## config.mk

```make
export PLATFORM = sky130hd
export DESIGN_NAME = wash_panel_ctrl
export DESIGN_NICKNAME = d
export VERILOG_FILES = /design/src/rtl/wash_panel_pkg.sv /design/src/rtl/panel_debounce.sv /design/src/rtl/wash_panel_ctrl.sv
export SDC_FILE = /design/constraint.sdc
export NUM_CORES = 1
export LEC_CHECK = 0
export CAP_MARGIN = 20
export CORE_UTILIZATION = 50
export CTS_CLUSTER_DIAMETER = 40
export CTS_CLUSTER_SIZE = 12
export DETAILED_ROUTE_END_ITERATION = 10
export PLACE_DENSITY = 0.77
export SYNTH_ARGS = -nofsm -noshare
export SYNTH_HDL_FRONTEND = slang
export SYNTH_SLANG_ARGS = --single-unit
```

## constraint.sdc

```tcl
create_clock -name clk -period 1.95 [get_ports clk]
set_clock_uncertainty 0.1 [all_clocks]
set_input_delay 0.2925 -clock clk [delete_from_list [all_inputs] [get_ports clk]]
set_output_delay 0.2925 -clock clk [all_outputs]
set_load 0.01 [all_outputs]
```

## src/rtl/wash_panel_pkg.sv

```systemverilog
// Shared types and constants for the washer front-panel controller.
package wash_panel_pkg;

  // Panel controller states.
  typedef enum logic [2:0] {
    ST_IDLE      = 3'd0,
    ST_ARM       = 3'd1,
    ST_WAIT_SOAP = 3'd2,
    ST_LAUNCH    = 3'd3,
    ST_RUNNING   = 3'd4,
    ST_DONE      = 3'd5
  } panel_state_e;

  // Program indices as understood by the washer FSM.
  localparam logic [2:0] COLD_WASH = 3'd0;
  localparam logic [2:0] HOT_WASH  = 3'd1;
  localparam logic [2:0] RINSE_DRY = 3'd2;
  localparam logic [2:0] ONLY_DRY  = 3'd3;

  // Bit i set = program i needs soap (the two wash programs).
  localparam logic [7:0] DEFAULT_SOAP_PROG_MASK = 8'b0000_0011;

  // Soap requirement lookup for a program index.
  function automatic logic soap_required(input logic [7:0] mask, input logic [2:0] prog);
    return mask[prog];
  endfunction

  // Two-digit BCD of a binary value; anything from 99 upward shows as 99.
  function automatic logic [7:0] bin_to_bcd2(input logic [7:0] bin);
    logic [7:0] tens;
    logic [7:0] ones;
    if (bin >= 8'd99) begin
      return 8'h99;
    end else begin
      tens = bin / 8'd10;
      ones = bin - (tens * 8'd10);
      return {tens[3:0], ones[3:0]};
    end
  endfunction

endpackage

```

## src/rtl/panel_debounce.sv

```systemverilog
// Button conditioner: 2-FF synchronizer, stability counter, rising-edge press pulse.
// A stable raw edge produces the press pulse 2 + DEBOUNCE_CYCLES cycles later.
module panel_debounce #(
  parameter int DEBOUNCE_CYCLES = 4
) (
  input  logic clk,
  input  logic rst_n,
  input  logic raw,
  output logic press
);

  localparam int CNT_W = (DEBOUNCE_CYCLES > 1) ? $clog2(DEBOUNCE_CYCLES) : 1;
  localparam logic [CNT_W-1:0] CNT_LAST = CNT_W'(DEBOUNCE_CYCLES - 1);

  logic             sync1_q;
  logic             sync2_q;
  logic             level_q;
  logic             level_d;
  logic             press_q;
  logic             press_d;
  logic [CNT_W-1:0] cnt_q;
  logic [CNT_W-1:0] cnt_d;

  // Bring the asynchronous button into the clock domain.
  always_ff @(posedge clk or negedge rst_n) begin
    if (!rst_n) begin
      sync1_q <= 1'b0;
      sync2_q <= 1'b0;
    end else begin
      sync1_q <= raw;
      sync2_q <= sync1_q;
    end
  end

  // Count consecutive samples that disagree with the settled level; flip when enough.
  always_comb begin
    level_d = level_q;
    cnt_d   = {CNT_W{1'b0}};
    press_d = 1'b0;
    if (sync2_q != level_q) begin
      if (cnt_q == CNT_LAST) begin
        level_d = sync2_q;
        cnt_d   = {CNT_W{1'b0}};
        press_d = sync2_q;
      end else begin
        level_d = level_q;
        cnt_d   = cnt_q + CNT_W'(1);
        press_d = 1'b0;
      end
    end else begin
      cnt_d = {CNT_W{1'b0}};
    end
  end

  // Settled level, counter and press pulse registers.
  always_ff @(posedge clk or negedge rst_n) begin
    if (!rst_n) begin
      level_q <= 1'b0;
      cnt_q   <= {CNT_W{1'b0}};
      press_q <= 1'b0;
    end else begin
      level_q <= level_d;
      cnt_q   <= cnt_d;
      press_q <= press_d;
    end
  end

  assign press = press_q;

endmodule

```

## src/rtl/wash_panel_ctrl.sv

```systemverilog
// Washer front-panel controller: debounced buttons, program selection, start
// preconditions (door, soap), run tracking and panel display/LEDs.
// Optional macro PANEL_BCD_EN: display shows two BCD digits instead of binary.
module wash_panel_ctrl
  import wash_panel_pkg::*;
#(
  parameter int         DEBOUNCE_CYCLES = 4,
  parameter int         NUM_PROGRAMS    = 4,
  parameter int         DONE_HOLD       = 16,
  parameter logic [7:0] SOAP_PROG_MASK  = DEFAULT_SOAP_PROG_MASK
) (
  input  logic       clk,
  input  logic       rst_n,
  input  logic       btn_prog_raw,
  input  logic       btn_start_raw,
  input  logic       btn_cancel_raw,
  input  logic       door_closed,
  input  logic       soap_present,
  input  logic       program_done,
  input  logic [7:0] timer_display,
  output logic [2:0] program_selection,
  output logic       start,
  output logic       washer_abort,
  output logic       busy,
  output logic       soap_warning_led,
  output logic       door_alarm,
  output logic       done_led,
  output logic [7:0] disp_value
);

  localparam logic [2:0] SEL_LAST = 3'(NUM_PROGRAMS - 1);
  localparam int HOLD_W = (DONE_HOLD > 1) ? $clog2(DONE_HOLD) : 1;
  localparam logic [HOLD_W-1:0] HOLD_LAST = HOLD_W'(DONE_HOLD - 1);

  logic              prog_press_s;
  logic              start_press_s;
  logic              cancel_press_s;
  logic              any_press_s;
  logic [7:0]        disp_src_s;

  panel_state_e      state_q;
  panel_state_e      state_d;
  logic [2:0]        sel_q;
  logic [2:0]        sel_d;
  logic [HOLD_W-1:0] hold_cnt_q;
  logic [HOLD_W-1:0] hold_cnt_d;
  logic              door_latch_q;
  logic              door_latch_d;
  logic              start_q;
  logic              start_d;
  logic              abort_q;
  logic              abort_d;
  logic              busy_q;
  logic              busy_d;
  logic              soap_led_q;
  logic              soap_led_d;
  logic              done_led_q;
  logic              done_led_d;
  logic [2:0]        prog_sel_q;
  logic [2:0]        prog_sel_d;
  logic [7:0]        disp_q;
  logic [7:0]        disp_d;

  panel_debounce #(.DEBOUNCE_CYCLES(DEBOUNCE_CYCLES)) u_db_prog (
    .clk   (clk),
    .rst_n (rst_n),
    .raw   (btn_prog_raw),
    .press (prog_press_s)
  );

  panel_debounce #(.DEBOUNCE_CYCLES(DEBOUNCE_CYCLES)) u_db_start (
    .clk   (clk),
    .rst_n (rst_n),
    .raw   (btn_start_raw),
    .press (start_press_s)
  );

  panel_debounce #(.DEBOUNCE_CYCLES(DEBOUNCE_CYCLES)) u_db_cancel (
    .clk   (clk),
    .rst_n (rst_n),
    .raw   (btn_cancel_raw),
    .press (cancel_press_s)
  );

  assign any_press_s = prog_press_s | start_press_s | cancel_press_s;

  // Next-state logic; presses not consumed by the current state are simply dropped.
  always_comb begin
    state_d      = state_q;
    sel_d        = sel_q;
    hold_cnt_d   = {HOLD_W{1'b0}};
    abort_d      = 1'b0;
    // Any press acknowledges a door alarm latched by a failed start attempt.
    if (any_press_s) begin
      door_latch_d = 1'b0;
    end else begin
      door_latch_d = door_latch_q;
    end
    case (state_q)
      ST_IDLE: begin
        if (prog_press_s) begin
          if (sel_q == SEL_LAST) begin
            sel_d = COLD_WASH;
          end else begin
            sel_d = sel_q + 3'd1;
          end
        end else begin
          sel_d = sel_q;
        end
        if (start_press_s) begin
          state_d = ST_ARM;
        end else begin
          state_d = ST_IDLE;
        end
      end
      ST_ARM: begin
        if (!door_closed) begin
          state_d      = ST_IDLE;
          door_latch_d = 1'b1;
        end else if (soap_required(SOAP_PROG_MASK, sel_q) && !soap_present) begin
          state_d = ST_WAIT_SOAP;
        end else begin
          state_d = ST_LAUNCH;
        end
      end
      ST_WAIT_SOAP: begin
        if (soap_present) begin
          state_d = ST_LAUNCH;
        end else if (cancel_press_s) begin
          state_d = ST_IDLE;
        end else begin
          state_d = ST_WAIT_SOAP;
        end
      end
      ST_LAUNCH: begin
        state_d = ST_RUNNING;
      end
      ST_RUNNING: begin
        // Cancel outranks a simultaneous program_done so the washer is always aborted.
        if (cancel_press_s) begin
          state_d = ST_IDLE;
          abort_d = 1'b1;
        end else if (program_done) begin
          state_d = ST_DONE;
        end else begin
          state_d = ST_RUNNING;
        end
      end
      ST_DONE: begin
        if (any_press_s) begin
          state_d = ST_IDLE;
        end else if (hold_cnt_q == HOLD_LAST) begin
          state_d = ST_IDLE;
        end else begin
          state_d    = ST_DONE;
          hold_cnt_d = hold_cnt_q + HOLD_W'(1);
        end
      end
      default: begin
        state_d = ST_IDLE;
      end
    endcase
  end

  // Output values decoded from the state being entered, so they line up with it.
  always_comb begin
    start_d    = (state_d == ST_LAUNCH);
    busy_d     = (state_d == ST_LAUNCH) || (state_d == ST_RUNNING);
    soap_led_d = (state_d == ST_WAIT_SOAP);
    done_led_d = (state_d == ST_DONE);
    // Selection is presented at launch and then frozen for the whole run.
    if (state_d == ST_LAUNCH) begin
      prog_sel_d = sel_q;
    end else begin
      prog_sel_d = prog_sel_q;
    end
    case (state_d)
      ST_RUNNING: disp_src_s = timer_display;
      ST_DONE:    disp_src_s = 8'd0;
      default:    disp_src_s = {5'd0, sel_d};
    endcase
`ifdef PANEL_BCD_EN
    disp_d = bin_to_bcd2(disp_src_s);
`else
    disp_d = disp_src_s;
`endif
  end

  // Controller state, selection, done-hold counter and door-alarm latch.
  always_ff @(posedge clk or negedge rst_n) begin
    if (!rst_n) begin
      state_q      <= ST_IDLE;
      sel_q        <= COLD_WASH;
      hold_cnt_q   <= {HOLD_W{1'b0}};
      door_latch_q <= 1'b0;
    end else begin
      state_q      <= state_d;
      sel_q        <= sel_d;
      hold_cnt_q   <= hold_cnt_d;
      door_latch_q <= door_latch_d;
    end
  end

  // Registered panel and washer-interface outputs; reset clears them at once.
  always_ff @(posedge clk or negedge rst_n) begin
    if (!rst_n) begin
      start_q    <= 1'b0;
      abort_q    <= 1'b0;
      busy_q     <= 1'b0;
      soap_led_q <= 1'b0;
      done_led_q <= 1'b0;
      prog_sel_q <= 3'd0;
      disp_q     <= 8'd0;
    end else begin
      start_q    <= start_d;
      abort_q    <= abort_d;
      busy_q     <= busy_d;
      soap_led_q <= soap_led_d;
      done_led_q <= done_led_d;
      prog_sel_q <= prog_sel_d;
      disp_q     <= disp_d;
    end
  end

  assign start             = start_q;
  assign washer_abort      = abort_q;
  assign busy              = busy_q;
  assign soap_warning_led  = soap_led_q;
  assign done_led          = done_led_q;
  assign program_selection = prog_sel_q;
  assign disp_value        = disp_q;
  // An open door during a run alarms immediately, not a cycle later.
  assign door_alarm        = door_latch_q | ((state_q == ST_RUNNING) & ~door_closed);

endmodule

```

# Word level (Yosys, flattened, before mapping)
# Memories as Yosys holds them, arrays and structs flattened.
# Cells that the tools add are included.
[word_totals]
ff_bits = 45
latch_bits = 0
ram_bits = 0
rom_bits = 8
inputBits = 16
output_inout_bits = 17
wordCells = 97
n_memories = 1
[op_classes]
add_sub_neg = 5
n_mul = 0
div = 0
magnitude_cmp = 1
n_eq_ne = 17
shifts = 0
n_mux = 35
n_bitwise = 5
n_reduce_logical = 7
[mem_list]
columns = ["name", "depth", "width", "read_ports", "rd_ports_with_merged_regs", "write_ports", "line", "rtl"]
rows = [
  ["(name not given)", 8, 1, 1, 0, 0, "wash_panel_pkg.sv:25", "return mask[prog];"],
]
[op_table]
columns = ["cell", "count"]
rows = [
  ["$mux W2", 9],
  ["$mux W3", 6],
  ["$pmux W3 S6", 1],
  ["$pmux W8 S2", 1],
  ["$eq A3 B2 Y1 const B", 5],
  ["$mux W1", 15],
  ["$eq A3 B3 Y1 const B", 4],
  ["$mux W4", 3],
  ["$add A2 B1 Y2 const B", 3],
  ["$eq A2 B2 Y1 const B", 3],
  ["$reduce_and A2 Y1", 3],
  ["$add A4 B1 Y4 const B", 1],
  ["$eq A4 B4 Y1 const B", 1],
  ["$lt A3 B4 Y1 const B", 1],
  ["$add A3 B1 Y3 const B", 1],
  ["$eq A3 B1 Y1 const B", 1],
  ["$logic_not A3 Y1", 1],
  ["$ne A1 B1 Y1", 3],
  ["$or A1 B1 Y1", 3],
  ["$and A1 B1 Y1", 1],
  ["$logic_and A1 B1 Y1", 1],
  ["$logic_not A1 Y1", 1],
  ["$logic_or A1 B1 Y1", 1],
  ["$not A1 Y1", 1],
]

# Depth between registers and ports, before layout
# Gate-level depths: netlist of the first run.
[logic_depth]
ltp_word = 8
depth_mapped = 6
ltp_nobuf = 5

# Cells and area by module
# A second synthesis of the first run with hierarchy kept.
[unflattened]
cells_unflattened = 127
hier_area_um2 = 1744.2
[modules_own_cells]
columns = ["module", "instances", "cells_each", "area_per_inst_um2", "seq_area_each_um2"]
rows = [
  ["wash_panel_ctrl", 1, 91, 1117.3, 675.6],
  ["panel_debounce", 3, 12, 209.0, 150.1],
]

# Least setup slack after synthesis of the first run
# Ideal clock, no wire load.
[synth_timing]
kind = "reg-to-reg"
startpoint = "register state_q[1]"
endpoint = "register prog_sel_q[0], in the netlist program_selection[0]"
arrival_ns = 1.465
required_ns = 1.725
setup_slack_ns = 0.260
stages_incl_launch_ff = 6
path_buffers = 1
period_less_slack_ns = 1.690
cell_sequence = "dfrtp_1 -> buf_6 -> nand3b_4 -> o22a_1 -> a211o_1 -> mux2_4"
[synth_between]
elab_chain_len = 3
elab_cells_between_ends = 8
classes_between = "eq/ne (6); mux (1); reduce/logical (1)"
[synth_lines]
columns = ["item", "line", "rtl"]
rows = [
  ["start, declared", "wash_panel_ctrl.sv:41", "panel_state_e state_q;"],
  ["start signal, assigned", "wash_panel_ctrl.sv:197", "state_q <= state_d;"],
  ["$eq A3 B3 Y1 (tied with other cells)", "wash_panel_ctrl.sv:99", "case (state_q)"],
  ["$pmux W3 S6 *", "wash_panel_ctrl.sv:99", ""],
  ["$eq A3 B2 Y1 *", "wash_panel_ctrl.sv:172", "if (state_d == ST_LAUNCH) begin"],
  ["end signal, assigned", "wash_panel_ctrl.sv:220", "prog_sel_q <= prog_sel_d;"],
  ["end, declared", "wash_panel_ctrl.sv:59", "logic [2:0] prog_sel_q;"],
]
# Every way passes the cells marked *; elsewhere a longest branch is shown, timed or not.
# A chain may end at the register's enable or synchronous reset.

# Final worst setup path of the first run
[layout_timing]
startpoint = "register state_q[1]"
endpoint = "register prog_sel_q[1], in the netlist program_selection[1]"
# Same word-level chain as after synthesis.

==> results of run 1 <==
## stage by stage
stage / power, W / setup WS [ns] / hold WS (ns) / utilization, % / cells
6_report: 0.002832 / 0.1016 / 0.2519 / 66.70 / 219
5_1_grt: 0.003044 / 0.009019 / 0.2174 / 66.70 / 219
4_1_cts: 0.002861 / 0.08607 / 0.2266 / 66.70 / 219
3_5_place_dp: 0.002431 / -0.08572 / 0.2365 / 64.57 / 209
3_3_place_gp: 0.002370 / -0.05680 / 0.2326 / 64.57 / 209
2_1_floorplan: 0.001946 / 0.2605 / -0.1031 / - / 127
## cell families after synthesis
kind of cell,share of synthesized area [%]
and+or+nand+nor,14.81
buffers and inverters,2.002
adders and majority gates,3.577
xor gates and xnor gates,2.503
muxes,6.366
AOI/OAI and AO/OA,6.367
DFF,64.38
## cell type report
cell class              instances  area [um2]
clock buffers                   6       41.29
clock inverters                 2       10.01
fillers                       267        1111
inverters                       4       15.01
multi-input cells              75       590.6
flip-flops and latches         45        1127
well taps                      46       57.56
repair buffers                 41       384.1
## worst max-delay path: cells and delay by family, from the launching register on
kind | cells | cell delay, ns
buffers and inverters | 1 | 0.17
AND/OR/NAND/NOR | 1 | 0.16
multiplexers | 1 | 0.33
flip-flops | 1 | 0.44
AO/OA/AOI/OAI | 2 | 0.56
## Yosys cell counts (3+ instances only)
library cell / count
ha_1: 5
mux2_4: 3
xnor2_1: 4
mux2_2: 5
nor3b_1: 5
nand3_1: 3
nor2b_1: 5
and3b_1: 3
a21oi_1: 3
dfrtp_1: 45
nor2_1: 6
nand2_1: 3
o21ai_0: 4
inv_1: 4
o2bb2ai_1: 3
nor3_1: 5
## flip-flops by register name, indices dropped and copies added, names as in the netlist, 2 cells and up
register,flops
u_db_start.cnt_q,2
u_db_prog.cnt_q,2
sel_q,3
u_db_cancel.cnt_q,2
state_q,3
program_selection,3
disp_value,8
hold_cnt_q,4
## where the power goes
part | internal, W | switching [W] | leakage (nW)
clock network | 0.000137 | 0.000283 | 0.0320
logic | 0.000551 | 0.000526 | 0.421
registers | 0.00119 | 0.000144 | 0.578
## path summary, 6_finish.rpt
path                                                    end  slack (ns)  cells after the start
hold reg to reg                 u_db_prog.sync2_q$_DFF_PN0_        0.27                      0
hold / removal                u_db_cancel.sync1_q$_DFF_PN0_        0.25                      1
min in group asynchronous           hold_cnt_q[3]$_DFF_PN0_        0.42                      3
setup / recovery           program_selection[1]$_DFFE_PN0N_        0.10                      5
max in group asynchronous              state_q[1]$_DFF_PN0_        0.94                      3
setup reg to reg           program_selection[1]$_DFFE_PN0N_        0.10                      5
## repair_timing
| item | in CTS | in global routing |
|---|---|---|
| hold buffers | 1 | 0 |
| setup buffers | 1 | 0 |
| gates resized for setup | 3 | 0 |
| setup endpoints to repair | 1 | 0 |
| endpoints found under the hold margin | 45 | 0 |
## layer usage
layer | GRT usage (%) | up-vias | part of all wire [%]
li1 | - | 536 | -
met1 | 23.87 | 567 | 43
met2 | 30.90 | 24 | 50
met3 | 7.563 | 8 | 4.3
met4 | 9.740 | 0 | 2.3
met5 | 0 | - | 0
==> metrics.cfg, run 1 <==
[run_status]
status=completed

[global_routing]
antenna_found_initial=0
track_usage_pct=19.67
overflow=0
grt_start_max_net_pins=46
grt_pass1_vias=1062
grt_pass1_wl_mm=4.961

[synth]
async_flop_share_pct=100.0
synth_ff_type=dfrtp_1
ys_seq_area_share_pct=64.38
ys_warn_count=0
yosysTopAreaCell=dfrtp_1
ys_seq_elements=45
synth_top_area_share_pct=64.38
synth_edf_count=0
synth_cell_types=37
syn_nets=148
synthCells=127
synth_area_per_cell_um2=13.77
synth_area_um2=1749
synth_area_leaders=dfrtp_1 (64%), ha_1 (3.6%), mux2_2 (3.2%)

[setup_path]
cp.arrival_ns=2.01
crit_fanout=8
path_cells=buf_4 -> nand3b_4 -> o22a_1 -> a211o_1 -> mux2_4
slowest_stage=dfrtp_2
required_ns=2.11
cp-startpoint=state_q[1]$_DFF_PN0_
start_kind=register
timing.rr.start=state_q[1]$_DFF_PN0_
worst_setup_path_end_kind=register
crit_type=reg2reg
cpPeakStageDelay_ns=0.44

[pwr]
leakagePower_nw=1.031
ir_worst_vdd_mv=0.8286
power-per-cell-area_nw_per_um2=1272

[cts]
cts_tree=yes
insertion_delay_ns=0.36
cts_sinks=45
cts_root_buf=clkbuf_4
path_clk_slew_ns=0.12
h-tree-depth=2
cts_buffer_depth=2
cts_buffers=5

[detailed_routing]
drt_first_pass_iters=4
drc=0
wire_per_inst_um=14.19
vias=1135
drt_iter0_markers=50
via_per_inst=5.183
antenna_left=0
wl_mm=3.108

[sta]
max_freq_ghz=0.5410
finalHoldViolCount=0
fin_crit_ns=1.848
rsz0062_at_grt=false
drv_slew=0
max-slew-margin-rel_pct=63.89
finalSetupViolCount=0
fin_crit_sh_pct=94.79
tns_ns=0
tightest_slew_ns=0.5416

[final_layout]
antennaDiodeCount=0
syn_to_final_growth_pct=27.25
drive_above_1_share_pct=16.76
stdcell_area_um2=2226
final_nets=193
layout_common_cells=dfrtp_1 (44), clkdlybuf4s50_1 (30), buf_4 (8)
final_common_cell=dfrtp_1

[floorplanning]
die_area_um2=3739
chipWidth_um=61.15
ios=33
die_h_um=61.15
core_um2=3337
rows=21
floorplan.initialDensity_pct=52.42

[flow_run]
max_cap_violations=0

[min_path]
hold_start=btn_cancel_raw
hp-class=in2reg

[place]
dpl_cell_area_um2=2155
dp_hpwl_mm=2.164
gp_congestion=0.8272
io_buffers=32

(Power assumes the default switching activity.)
==> run 2: changes to the inputs <==
- ABC_CLOCK_PERIOD_IN_PS: not set -> 1770
- clock period: 1.95 -> 1.77 ns (I/O delays scaled with it)
==> metrics.cfg, run 2 (same netlist as run 1, synthesis figures left out) <==
[detailed_routing]
wl_mm=3.273  ; +5.3%
drt_first_pass_iters=4  ; unchanged
drc=0  ; unchanged
drt_iter0_markers=33  ; -34%
antenna_left=0  ; unchanged
via_per_inst=5.202  ; +0.37%
wire_per_inst_um=14.68  ; +3.4%
vias=1160  ; +2.2%

[cts]
insertion_delay_ns=0.35  ; about the same
cts_root_buf=clkbuf_4
cts_buffers=5  ; unchanged
cts_sinks=45  ; unchanged
cts_buffer_depth=2  ; unchanged
path_clk_slew_ns=0.14  ; +0.02 ns
cts_tree=yes
h-tree-depth=2  ; unchanged

[sta]
rsz0062_at_grt=true
max_freq_ghz=0.5769  ; +6.6%
tightest_slew_ns=0.4914  ; -0.05022 ns
finalHoldViolCount=0  ; unchanged
drv_slew=0  ; unchanged
whs_ns=0.2432  ; -0.008734 ns
fin_crit_ns=1.734  ; -0.1149 ns
finalSetupViolCount=0  ; unchanged
max-slew-margin-rel_pct=67.24  ; +3.3 points
fin_crit_sh_pct=97.94  ; +3.2 points

[floorplanning]
die_h_um=61.15  ; unchanged
ios=33  ; unchanged
rows=21  ; unchanged
floorplan.initialDensity_pct=52.42  ; unchanged
die_area_um2=3739  ; unchanged
chipWidth_um=61.15  ; unchanged
core_um2=3337  ; unchanged

[pwr]
p_sw_share_pct=32.34  ; -1.3 points
p_int_w=0.002489  ; +32%
p_comb_share_pct=38.8  ; +0.8 points
power_w=0.003679  ; +30%
leakagePower_nw=1.098  ; +6.6%
switching_power_w=0.001190  ; +25%
power-per-cell-area_nw_per_um2=1542  ; +21%
power_frac_seq_pct=40.1  ; -7.0 points
ir_worst_vdd_mv=0.8590  ; +3.7%
clkPwrFrac_pct=21.1  ; +6.3 points

[final_layout]
final_common_cell=dfrtp_1
drive_above_1_share_pct=25.42  ; +8.7 points
multi_input_area_um2=656.9  ; +11%
final_nets=197  ; +2.1%
filler_cell_count=229  ; -14%
syn_to_final_growth_pct=36.41
antennaDiodeCount=0  ; unchanged
largest_register_ffs=8  ; unchanged
seqCellArea_um2=1127  ; unchanged
layout_common_cells=dfrtp_1 (44), clkdlybuf4s50_1 (30), buf_4 (11)

[global_routing]
overflow=0  ; unchanged
track_usage_pct=20.36  ; +0.69 points
grt_start_max_net_pins=26  ; -43%
grt_pass1_vias=1161  ; +9.3%
antenna_found_initial=0  ; unchanged
grt_pass1_wl_mm=5.313  ; +7.1%

[min_path]
hp-class=in2reg

[setup_path]
crit_fanout=7  ; -1
slowest_stage=dfrtp_1
start_kind=register
path_cells=buf_4 -> nand3b_4 -> o22a_1 -> a211o_1 -> mux2_4
worst_setup_path_end_kind=register
required_ns=1.93  ; -0.18 ns
crit_buf_inv=1  ; unchanged
crit_type=reg2reg
cp.arrival_ns=1.89  ; -0.12 ns
cpPeakStageDelay_ns=0.40  ; -0.04 ns
crit_family=compound AO/OA/AOI/OAI gates

[run_status]
status=completed

[place]
dp_hpwl_mm=2.332  ; +7.8%
gp_congestion=0.8066  ; -2.5%
io_buffers=32  ; unchanged

[flow_run]
max_cap_violations=0  ; unchanged

run 2: cell count changes in the layout (fill, tap and decap cells not counted), sizes merged:
cell,previous run,this run
clkinv,2,0
inv,4,5
clkbuf,6,5
dlygate4sd2,1,0
bufinv,0,2
buf,9,14
run 2: area by class of cell:
type	instances	share of cell area, %
Inverter	4	0.6293
Tap cell	46	2.412
Multi-Input combinational cell	75	27.53
Clock inverter	3	2.884
Sequential cell	45	47.25
Timing Repair Buffer	45	17.72
Clock buffer	5	1.573
run 2: final timing paths:
| check | end | startpoint | cells after the start | slack (ns) |
|---|---|---|---|---|
| min reg2reg | u_db_prog.sync2_q$_DFF_PN0_ | u_db_prog.sync1_q$_DFF_PN0_ | 0 | 0.27 |
| max | program_selection[2]$_DFFE_PN0N_ | state_q[0]$_DFF_PN0_ | 5 | 0.04 |
| min in group asynchronous | program_selection[1]$_DFFE_PN0N_ | rst_n | 2 | 0.28 |
| min | u_db_start.sync1_q$_DFF_PN0_ | btn_start_raw | 1 | 0.24 |
| max reg2reg | program_selection[2]$_DFFE_PN0N_ | state_q[0]$_DFF_PN0_ | 5 | 0.04 |
| max in group asynchronous | u_db_cancel.cnt_q[1]$_DFF_PN0_ | rst_n | 3 | 0.77 |
run 2: routing by layer:
metal	share of wire (%)	GRT usage, %
met1	41	23.96
met2	54	34.32
met3	3.2	4.832
met4	2.0	11.36
met5	0	0
run 2: what timing repair did:
| item | CTS | global route |
|---|---|---|
| endpoints found under the setup margin | 8 | 11 |
| pin swaps | 2 | 4 |
| gates cloned | 0 | 0 |
| buffers inserted | 0 | 0 |
| endpoints found under the hold margin | 20 | 0 |
| resized for setup | 10 | 11 |
| hold buffers | 1 | 0 |
run 2: power by group through the flow:
stage | logic, W | registers [W] | clock network, W
CTS | 0.00134 | 0.00147 | 0.000792
detailed placement | 0.00129 | 0.00149 | 0
finish | 0.00143 | 0.00147 | 0.000775
global placement | 0.00123 | 0.00147 | 0
global route | 0.00158 | 0.00151 | 0.000845
floorplan | 0.000621 | 0.00152 | 0
run 2: metrics by stage:
stage	cells	TNS, ns	area (um2)	setup WS (ns)	util [%]
3_5_place_dp	214	-1.278	2205	-0.2418	66.07
5_1_grt	223	-0.2158	2386	-0.05097	71.50
3_3_place_gp	214	-0.8631	2205	-0.2066	66.07
6_report	223	0	2386	0.03649	71.50
4_1_cts	223	0	2336	0.0009093	70.00
2_1_floorplan	127	0	1749	0.08046	-
